$ cat config.mk
export PLATFORM = sky130hd
export DESIGN_NAME = alu_cmd_sequencer_flat
export DESIGN_NICKNAME = d
export VERILOG_FILES = /design/src/rtl/alu_cmd_sequencer_if.sv /design/src/rtl/alu_cmd_sequencer.sv /design/src/flat_wrapper.sv
export SDC_FILE = /design/constraint.sdc
export NUM_CORES = 1
export LEC_CHECK = 0
export ABC_AREA = 1
export CORE_MARGIN = 1.5
export CORE_UTILIZATION = 32
export DETAILED_ROUTE_END_ITERATION = 7
export PLACE_DENSITY_LB_ADDON = 0.1
export SYNTH_ARGS = -nofsm -noshare
export SYNTH_HDL_FRONTEND = slang
export SYNTH_SLANG_ARGS = --single-unit
$ cat constraint.sdc
create_clock -name clk -period 3.6 [get_ports clk]
set_input_delay 0.54 -clock clk [delete_from_list [all_inputs] [get_ports clk]]
set_output_delay 0.54 -clock clk [all_outputs]
set_load 0.01 [all_outputs]
$ cat src/rtl/alu_cmd_sequencer_if.sv
// Command, ALU-drive and response signals of the ALU command sequencer.
// master = sequencer side, slave = host/ALU side.
interface alu_cmd_sequencer_if;
    logic       cmd_valid;
    logic       cmd_ready;
    logic [3:0] cmd_opcode;
    logic [3:0] cmd_a;
    logic [3:0] cmd_b;
    logic [3:0] alu_a;
    logic [3:0] alu_b;
    logic [3:0] alu_opcode;
    logic [3:0] alu_x;
    logic [3:0] alu_y;
    logic       rsp_valid;
    logic       rsp_ready;
    logic [3:0] rsp_x;
    logic [3:0] rsp_y;
    logic [3:0] rsp_opcode;

    modport master (
        input  cmd_valid, cmd_opcode, cmd_a, cmd_b, alu_x, alu_y, rsp_ready,
        output cmd_ready, alu_a, alu_b, alu_opcode, rsp_valid, rsp_x, rsp_y, rsp_opcode
    );

    modport slave (
        output cmd_valid, cmd_opcode, cmd_a, cmd_b, alu_x, alu_y, rsp_ready,
        input  cmd_ready, alu_a, alu_b, alu_opcode, rsp_valid, rsp_x, rsp_y, rsp_opcode
    );
endinterface

$ cat src/rtl/alu_cmd_sequencer.sv
// Drives registered operands onto a combinational ALU, waits SETTLE cycles,
// then returns the opcode-masked x/y result over a valid/ready response.
module alu_cmd_sequencer #(
    parameter int unsigned SETTLE = 1,
    parameter int unsigned CNT_W  = 8
) (
    input  logic                  clk,
    input  logic                  rst_n,
    alu_cmd_sequencer_if.master   bus,
    output logic                  busy,
    output logic [CNT_W-1:0]      done_count
);
    typedef enum logic [1:0] {
        IDLE  = 2'd0,
        DRIVE = 2'd1,
        RESP  = 2'd2
    } state_t;

    localparam logic [3:0] SETTLE_LAST = 4'(SETTLE - 1);

    state_t           r_state;
    logic [3:0]       r_settle_cnt;
    logic             r_cmd_ready;
    logic [3:0]       r_alu_a;
    logic [3:0]       r_alu_b;
    logic [3:0]       r_alu_opcode;
    logic             r_rsp_valid;
    logic [3:0]       r_rsp_x;
    logic [3:0]       r_rsp_y;
    logic [3:0]       r_rsp_opcode;
    logic [CNT_W-1:0] r_done_count;

    logic [3:0]       w_x_mask;
    logic [3:0]       w_y_mask;

    // The ALU leaves bits it does not define stale; keep only the defined ones.
    always_comb begin
        w_x_mask = 4'b0001;
        w_y_mask = '0;
        case (r_alu_opcode)
            4'h3, 4'h4, 4'h5, 4'hA, 4'hB,
            4'hC, 4'hD, 4'hE, 4'hF:       w_x_mask = '1;
            default:                      w_x_mask = 4'b0001;
        endcase
        case (r_alu_opcode)
            4'hC, 4'hD, 4'hE:             w_y_mask = '1;
            4'hA:                         w_y_mask = 4'b0001;
            default:                      w_y_mask = '0;
        endcase
    end

    always_ff @(posedge clk or negedge rst_n) begin
        if (!rst_n) begin
            r_state      <= IDLE;
            r_settle_cnt <= '0;
            r_cmd_ready  <= 1'b1;
            r_alu_a      <= '0;
            r_alu_b      <= '0;
            r_alu_opcode <= '0;
            r_rsp_valid  <= 1'b0;
            r_rsp_x      <= '0;
            r_rsp_y      <= '0;
            r_rsp_opcode <= '0;
            r_done_count <= '0;
        end else begin
            case (r_state)
                IDLE: begin
                    if (bus.cmd_valid) begin
                        r_alu_a      <= bus.cmd_a;
                        r_alu_b      <= bus.cmd_b;
                        r_alu_opcode <= bus.cmd_opcode;
                        r_settle_cnt <= '0;
                        r_cmd_ready  <= 1'b0;
                        r_state      <= DRIVE;
                    end
                end
                DRIVE: begin
                    if (r_settle_cnt == SETTLE_LAST) begin
                        r_rsp_x      <= bus.alu_x & w_x_mask;
                        r_rsp_y      <= bus.alu_y & w_y_mask;
                        r_rsp_opcode <= r_alu_opcode;
                        r_rsp_valid  <= 1'b1;
                        r_state      <= RESP;
                    end else begin
                        r_settle_cnt <= r_settle_cnt + 4'd1;
                    end
                end
                RESP: begin
                    if (bus.rsp_ready) begin
                        r_rsp_valid  <= 1'b0;
                        r_done_count <= r_done_count + 1'b1;
                        r_cmd_ready  <= 1'b1;
                        r_state      <= IDLE;
                    end
                end
                default: begin
                    r_cmd_ready <= 1'b1;
                    r_rsp_valid <= 1'b0;
                    r_state     <= IDLE;
                end
            endcase
        end
    end

    assign bus.cmd_ready  = r_cmd_ready;
    assign bus.alu_a      = r_alu_a;
    assign bus.alu_b      = r_alu_b;
    assign bus.alu_opcode = r_alu_opcode;
    assign bus.rsp_valid  = r_rsp_valid;
    assign bus.rsp_x      = r_rsp_x;
    assign bus.rsp_y      = r_rsp_y;
    assign bus.rsp_opcode = r_rsp_opcode;
    assign busy           = ~r_cmd_ready;
    assign done_count     = r_done_count;
endmodule

$ cat src/flat_wrapper.sv
// flat-port wrapper written by rule: the top's interface ports become plain ports
module alu_cmd_sequencer_flat 
#(
    parameter int unsigned SETTLE = 1,
    parameter int unsigned CNT_W  = 8
)
  (clk, rst_n, busy, done_count, bus_cmd_valid, bus_cmd_opcode, bus_cmd_a, bus_cmd_b, bus_alu_x, bus_alu_y, bus_rsp_ready, bus_cmd_ready, bus_alu_a, bus_alu_b, bus_alu_opcode, bus_rsp_valid, bus_rsp_x, bus_rsp_y, bus_rsp_opcode);
  alu_cmd_sequencer_if bus_i ();
  input  logic clk;
  input  logic rst_n;
  output logic busy;
  output logic [CNT_W-1:0] done_count;
  input wire logic [$bits(bus_i.cmd_valid)-1:0] bus_cmd_valid;
  input wire logic [$bits(bus_i.cmd_opcode)-1:0] bus_cmd_opcode;
  input wire logic [$bits(bus_i.cmd_a)-1:0] bus_cmd_a;
  input wire logic [$bits(bus_i.cmd_b)-1:0] bus_cmd_b;
  input wire logic [$bits(bus_i.alu_x)-1:0] bus_alu_x;
  input wire logic [$bits(bus_i.alu_y)-1:0] bus_alu_y;
  input wire logic [$bits(bus_i.rsp_ready)-1:0] bus_rsp_ready;
  output wire logic [$bits(bus_i.cmd_ready)-1:0] bus_cmd_ready;
  output wire logic [$bits(bus_i.alu_a)-1:0] bus_alu_a;
  output wire logic [$bits(bus_i.alu_b)-1:0] bus_alu_b;
  output wire logic [$bits(bus_i.alu_opcode)-1:0] bus_alu_opcode;
  output wire logic [$bits(bus_i.rsp_valid)-1:0] bus_rsp_valid;
  output wire logic [$bits(bus_i.rsp_x)-1:0] bus_rsp_x;
  output wire logic [$bits(bus_i.rsp_y)-1:0] bus_rsp_y;
  output wire logic [$bits(bus_i.rsp_opcode)-1:0] bus_rsp_opcode;
  assign bus_i.cmd_valid = bus_cmd_valid;
  assign bus_i.cmd_opcode = bus_cmd_opcode;
  assign bus_i.cmd_a = bus_cmd_a;
  assign bus_i.cmd_b = bus_cmd_b;
  assign bus_i.alu_x = bus_alu_x;
  assign bus_i.alu_y = bus_alu_y;
  assign bus_i.rsp_ready = bus_rsp_ready;
  assign bus_cmd_ready = bus_i.cmd_ready;
  assign bus_alu_a = bus_i.alu_a;
  assign bus_alu_b = bus_i.alu_b;
  assign bus_alu_opcode = bus_i.alu_opcode;
  assign bus_rsp_valid = bus_i.rsp_valid;
  assign bus_rsp_x = bus_i.rsp_x;
  assign bus_rsp_y = bus_i.rsp_y;
  assign bus_rsp_opcode = bus_i.rsp_opcode;
  alu_cmd_sequencer #(.SETTLE(SETTLE), .CNT_W(CNT_W)) u_core (.clk(clk), .rst_n(rst_n), .bus(bus_i), .busy(busy), .done_count(done_count));
endmodule
# Yosys cells after proc, flatten, opt, wreduce, memory -nomap -nowiden
# Memory sizes are Yosys's and may differ from the RTL's.
# Index checks and enable logic that the tools add are counted.
classes:
  magnitude_cmp: 0
  n_mul: 0
  addsub: 2
  n_reduce_logical: 11
  n_shift: 0
  n_eq_ne: 10
  n_bitwise: 5
  muxes: 14
  div_mod_pow: 0
op_table:
  columns: ["op", "n"]
  rows:
  - ["== test 4 bit, second input constant", 4]
  - ["one-hot mux 4 bit (2 select lines)", 2]
  - ["AND reduction 3 bit", 4]
  - ["adder 8 x 1 -> 8 bit, second input constant", 1]
  - ["AND 4 bit", 2]
  - ["two-way mux 4 bit", 2]
  - ["two-way mux 2 bit", 3]
  - ["!= test 2 bit, second input constant", 3]
  - ["one-hot mux 1 bit (3 select lines)", 2]
  - ["one-hot mux 2 bit (3 select lines)", 1]
  - ["AND reduction 2 bit", 3]
  - ["adder 4 x 1 -> 4 bit, second input constant", 1]
  - ["logical NOT 4 bit", 1]
  - ["two-way mux 1 bit", 4]
  - ["NOT 1 bit", 3]
  - ["OR reduction 3 bit", 1]
  - ["== test 2 x 1 -> 1 bit, second input constant", 1]
  - ["== test 2 bit, second input constant", 1]
  - ["logical NOT 2 bit", 1]
  - ["!= test 2 x 1 -> 1 bit, second input constant", 1]
  - ["nonzero test 2 bit", 1]
totals:
  wordCells: 54
  mem_bits_rw: 0
  out_inout_bits: 35
  memories: 1
  input_bits: 24
  mem_bits_ro: 48
  latchBits: 0
  regBits: 40
memory_table:
  columns: ["name", "depth", "width", "read_ports", "rd_clocked_by_memory_dff", "write_ports", "line", "source"]
  rows:
  - ["(name not given)", 16, 3, 1, 0, 0, "alu_cmd_sequencer.sv:40", "case (r_alu_opcode)"]

# Logic depth before layout (Yosys ltp)
logic_depth:
  word_depth: 4
  mapped_depth: 8
  depth_no_buf: 7

# Least setup slack after synthesis
# Ideal clock, no wire load.
synth_path:
  path_kind: "reg-to-reg"
  from: "reg u_core.r_settle_cnt[0]"
  to: "reg u_core.r_rsp_y[1] (netlist: u_core.bus.rsp_y[1])"
  t_arrival_ns: 1.125
  slack_ns: 2.357
  setup_time_ns: 0.117
  required_ns: 3.483
  stages_incl_launch_ff: 9
  cell_sequence: "dfrtp_1 inv_1 ha_1 nand2_2 nor2_8 inv_4 buf_6 nand2_1 nand2_1"
synth_between:
  elab_chain_cells: 2
synth_lines:
  columns: ["element", "line", "source"]
  rows:
  - ["start: declaration", "alu_cmd_sequencer.sv:22", "logic [3:0] r_settle_cnt;"]
  - ["start signal: assignment", "alu_cmd_sequencer.sv:85", "r_settle_cnt <= r_settle_cnt + 4'd1;"]
  - ["logical NOT 4 bit", "alu_cmd_sequencer.sv:78", "if (r_settle_cnt == SETTLE_LAST) begin"]
  - ["AND reduction 2 bit (no source line)", null, null]
  - ["end signal: assignment", "alu_cmd_sequencer.sv:80", "r_rsp_y <= bus.alu_y & w_y_mask;"]
  - ["end: declaration", "alu_cmd_sequencer.sv:29", "logic [3:0] r_rsp_y;"]
# No other way between the ends.
# A chain may end at the register's enable or synchronous reset.

# Worst setup path after layout
layout_path:
  from: "reg u_core.r_cmd_ready (netlist: u_core.bus.cmd_ready)"
  to: "out bus_cmd_ready"
layout_lines:
  columns: ["element", "line", "source"]
  rows:
  - ["start: declaration", "alu_cmd_sequencer.sv:23", "logic r_cmd_ready;"]
  - ["start signal: assignment", "alu_cmd_sequencer.sv:56", "r_cmd_ready <= 1'b1;"]
  - ["start signal: assignment", "alu_cmd_sequencer.sv:73", "r_cmd_ready <= 1'b0;"]
  - ["start signal: assignment", "alu_cmd_sequencer.sv:92", "r_cmd_ready <= 1'b1;"]
  - ["end: declaration", "flat_wrapper.sv:20", "output wire logic [$bits(bus_i.cmd_ready)-1:0] bus_cmd_ready;"]
# No word-level cell between the ends.

==> results.txt <==
----------------------------------------------------
[Power and ir drop]
  Power density relative to cell area ... 806 nW/um^2
  Fraction of power spent switching nets ... 0.369
  Leakage power figure ... 1.25 nW
  Maximum vdd drop ... 0.380 mV
  Portion of total power attributed to the clock network ... 0.178
  Design Power ... 0.00203 W
  Switching power of the nets ... 0.000749 W
  Design internal power ... 0.00128 W
  Sequential group share of total power ... 0.384
  Power share of the combinational group ... 0.438

[Global route]
  Met3 routing resource usage after global routing ... 0.0524
  Largest net degree at the start of global routing ... 41
  Overflow left after global routing ... 0
  Most Crowded Layer GR ... met2
  Number of antenna violations at the first check in global routing ... 0
  Global-route track usage on met2 ... 0.208
  All-layer global routing usage ... 0.144
  Routing usage on met1 ... 0.197
  Via count of the first global-routing pass ... 1385
  First-pass GRT wire length ... 6.71 mm

[Detailed routing]
  Total routed wirelength ... 3.85 mm
  Routed Antenna Nets ... 0
  Total vias in the final route ... 1472
  First-iteration detailed-routing DRC count ... 71
  Average via count per standard cell ... 4.41
  DRC ... 0
  Drt wl/cell ... 11.5 um
  Number of optimization iterations in the first detailed-route pass ... 4

[Floorplan]
  Starting density of the core ... 0.339
  Count of pins on the block boundary ... 59
  Standard-cell row count ... 26
  Die Span X ... 77.3 um
  Die span in y ... 77.3 um
  Core area ... 5200 um^2
  Area of the die ... 5980 um^2

[Timing]
  Worst-case clock skew ... 0.00701 ns
  Number of setup violations in the final report ... 0
  Worst slew slack as a fraction of its limit ... 0.403
  FMAX ... 527 MHz
  Hold Vio Cnt, Final ... 0
  Max-slew violation count ... 0
  Final worst path period share ... 0.527
  Final Critical Period ... 1.90 ns
  Slew of the pin with the lowest slew margin ... 0.895 ns
  Post-route setup slack ... 1.70 ns
  Unrepaired setup endpoints after global routing ... no
  Setup TNS Final ... 0 ns
  Worst hold slack ... 0.374 ns

[Critical path]
  Crit path capture type ... output port
  Startpoint-to-endpoint class of the critical path ... flip-flop to output port
  Slack of the worst reg-to-reg path ... 2.10 ns
  Critical path fanouts, max ... 3
  CP endpoint ... bus_cmd_ready
  Launch point of the worst reg-to-reg path ... u_core.r_state[1]
  Data required time of the critical path ... 3.06 ns
  Critical Path Start ... u_core.bus.cmd_ready
  Critical path arrival ... 1.36 ns
  Highest-delay cell along the critical path ... sky130_fd_sc_hd__dfstp_2
  Category of the worst setup path launch point ... flip-flop
  Crit. path cell count ... 1
  Endpoint of the lowest-slack register-to-register path ... u_core.bus.alu_opcode[1]
  Reg2Reg Depth ... 4
  Buffers & Inverters on Critical Path ... 1
  Worst-path cell chain ... clkdlybuf4s50_1
  Dominant delay contributor by cell family on the critical path ... flip-flops
  Worst path max stage delay ... 0.54 ns

[Logic synthesis]
  Cell types with the largest area share after synthesis ... sky130_fd_sc_hd__dfrtp_1 (55%), sky130_fd_sc_hd__nand2_1 (18%), sky130_fd_sc_hd__nand3_1 (5.4%), sky130_fd_sc_hd__inv_1 (3.2%), sky130_fd_sc_hd__ha_1 (2.1%)
  Count of different cell masters after synthesis ... 25
  Net count after synthesis ... 228
  Post-synthesis compound-gate area fraction ... 0.0234
  Number of instances in the synthesized netlist ... 201
  Number of enable-type register cells in the synthesized netlist ... 0
  Dominant combinational cell family by area after synthesis ... simple AND/OR/NAND/NOR gates
  Cell with the most instances after synthesis ... sky130_fd_sc_hd__nand2_1
  Total of flip-flops plus latches after synthesis ... 40
  Area fraction of the dominant cell type after synthesis ... 0.552
  Post-synthesis instance area ... 1770 um^2
  Post-synthesis simple-gate area fraction ... 0.310
  Syn Area/Cell ... 8.79 um^2
  Post-synthesis cell type with the largest combined area ... sky130_fd_sc_hd__dfrtp_1
  Share of flip-flops with an asynchronous set or reset after synthesis ... 1.00
  Post-synthesis sequential area ratio ... 0.567
  Post-Synth XOR/XNOR Area ... 0.0248
  Adder and majority cell fraction of the synthesized area ... 0.0212
  Most used standard cells in the synthesized netlist ... sky130_fd_sc_hd__nand2_1 (87), sky130_fd_sc_hd__dfrtp_1 (39), sky130_fd_sc_hd__nand3_1 (19)
  Portion of netlist area occupied by mux cells ... 0
  Synth warn ... 0
  Most common flop cell mapped by yosys ... sky130_fd_sc_hd__dfrtp_1

[Hold path]
  Hold/Removal Path Class ... primary input to async pin

[Place]
  Worst setup slack after placement ... 1.56 ns
  Number of port buffers ... 58
  Area post-placement ... 2410 um^2
  HPWL Detailed ... 2.72 mm
  Gpl congestion ... 0.763

[Clock tree]
  Clock Root Buffer ... sky130_fd_sc_hd__clkbuf_8
  CTS hold repair buffers ... 0
  Resized cells post-CTS ... 0
  TritonCTS clock tree ... built
  Insertion delay of the later-clocked pin in the worst-skew pair ... 0.29 ns
  Clock transition at the registers of the reported paths ... 0.08 ns
  Clock buffer count from CTS ... 5
  Sink count of the clock tree ... 40
  Bufs on Longest Clock Path ... 2
  # H-tree levels ... 2
  Buffers inserted during post-CTS setup optimization ... 0

[Finish]
  Ant. Diodes ... 0
  Fraction of layout cells with a size suffix above 1 ... 0.0720
  Layout Cell Area excl Fill ... 2510 um^2
  Synthesis-to-finish area growth ... 42.3%
  Number of filler instances in the final layout ... 530
  Net count reported at finish ... 290

[Status]
  Result of the run ... completed

[Flow run]
  Max-cap violations ... 0

----------------------------------------------------
[cells in the final DEF (no fill, tap or decap), types with 3 or more instances in the layout]
cell type                         count
sky130_fd_sc_hd__ha_1                 3
sky130_fd_sc_hd__nand3_1             19
sky130_fd_sc_hd__clkbuf_8             5
sky130_fd_sc_hd__xor2_1               4
sky130_fd_sc_hd__o21ai_0              6
sky130_fd_sc_hd__nor2_1               6
sky130_fd_sc_hd__inv_1               15
sky130_fd_sc_hd__dfrtp_1             39
sky130_fd_sc_hd__nand2_1             87
sky130_fd_sc_hd__clkdlybuf4s50_1     57
[worst min path at each step]
stage / start / to / slack (ns) / depth (start not counted)
floorplan: rst_n / u_core.bus.alu_a[0] / 0.24 / 0
CTS: rst_n / u_core.r_settle_cnt[0] / 0.40 / 1
global placement: u_core.bus.rsp_x[0] / u_core.bus.rsp_x[0] / 0.46 / 2
detailed placement: u_core.bus.rsp_opcode[3] / u_core.bus.rsp_opcode[3] / 0.46 / 2
finish: rst_n / u_core.r_settle_cnt[0] / 0.37 / 1
global route: rst_n / u_core.r_settle_cnt[2] / 0.44 / 1
[per-layer routing]
layer / part of all wire / up-vias / wire length, um
met2: 0.42 / 50 / 1620
met4: 0.017 / 0 / 64
met1: 0.49 / 663 / 1880
met3: 0.074 / 8 / 286
met5: 0 / - / 0
li1: - / 751 / -
[sequential cells by signal, summed over array words and instances (netlist names), 2 cells and up]
| name | count |
|---|---|
| u_core.bus.alu_a | 4 |
| u_core.bus.alu_b | 4 |
| u_core.bus.alu_opcode | 4 |
| u_core.bus.rsp_opcode | 4 |
| u_core.bus.rsp_x | 4 |
| u_core.bus.rsp_y | 4 |
| u_core.done_count | 8 |
| u_core.r_settle_cnt | 4 |
| u_core.r_state | 2 |
[power groups by stage]
stage | sequential [W] | clock [W] | combinational [W]
6_report | 0.000778 | 0.000362 | 0.000887
5_1_grt | 0.000810 | 0.000391 | 0.000994
4_1_cts | 0.000782 | 0.000371 | 0.000905
3_5_place_dp | 0.000784 | 0 | 0.000902
3_3_place_gp | 0.000788 | 0 | 0.000889
2_1_floorplan | 0.000837 | 0 | 0.000410
[logic make-up after synthesis]
logic type	count (synthesis)
AO/OA/AOI/OAI	8
XOR/XNOR	5
adder cells (fa/ha/maj)	3
buffers and inverters	21
flip-flops	40
AND/OR/NAND/NOR	124
[metrics by stage]
step	cells	util
6_report	334	0.483
5_1_grt	334	0.483
4_1_cts	334	0.483
3_5_place_dp	326	0.462
3_3_place_gp	326	0.462
2_1_floorplan	201	-
[cell type report]
type,instances,area [um^2],area share
clock inverter,2,35.0,0.0139
timing repair buffer,58,576,0.229
tap,70,87.6,0.0348
inverter,18,70.1,0.0279
sequential,40,1000,0.399
clock buffer,6,72.6,0.0289
multi-input combinational,140,671,0.267
No activity file was read; power rests on OpenSTA's default activity.
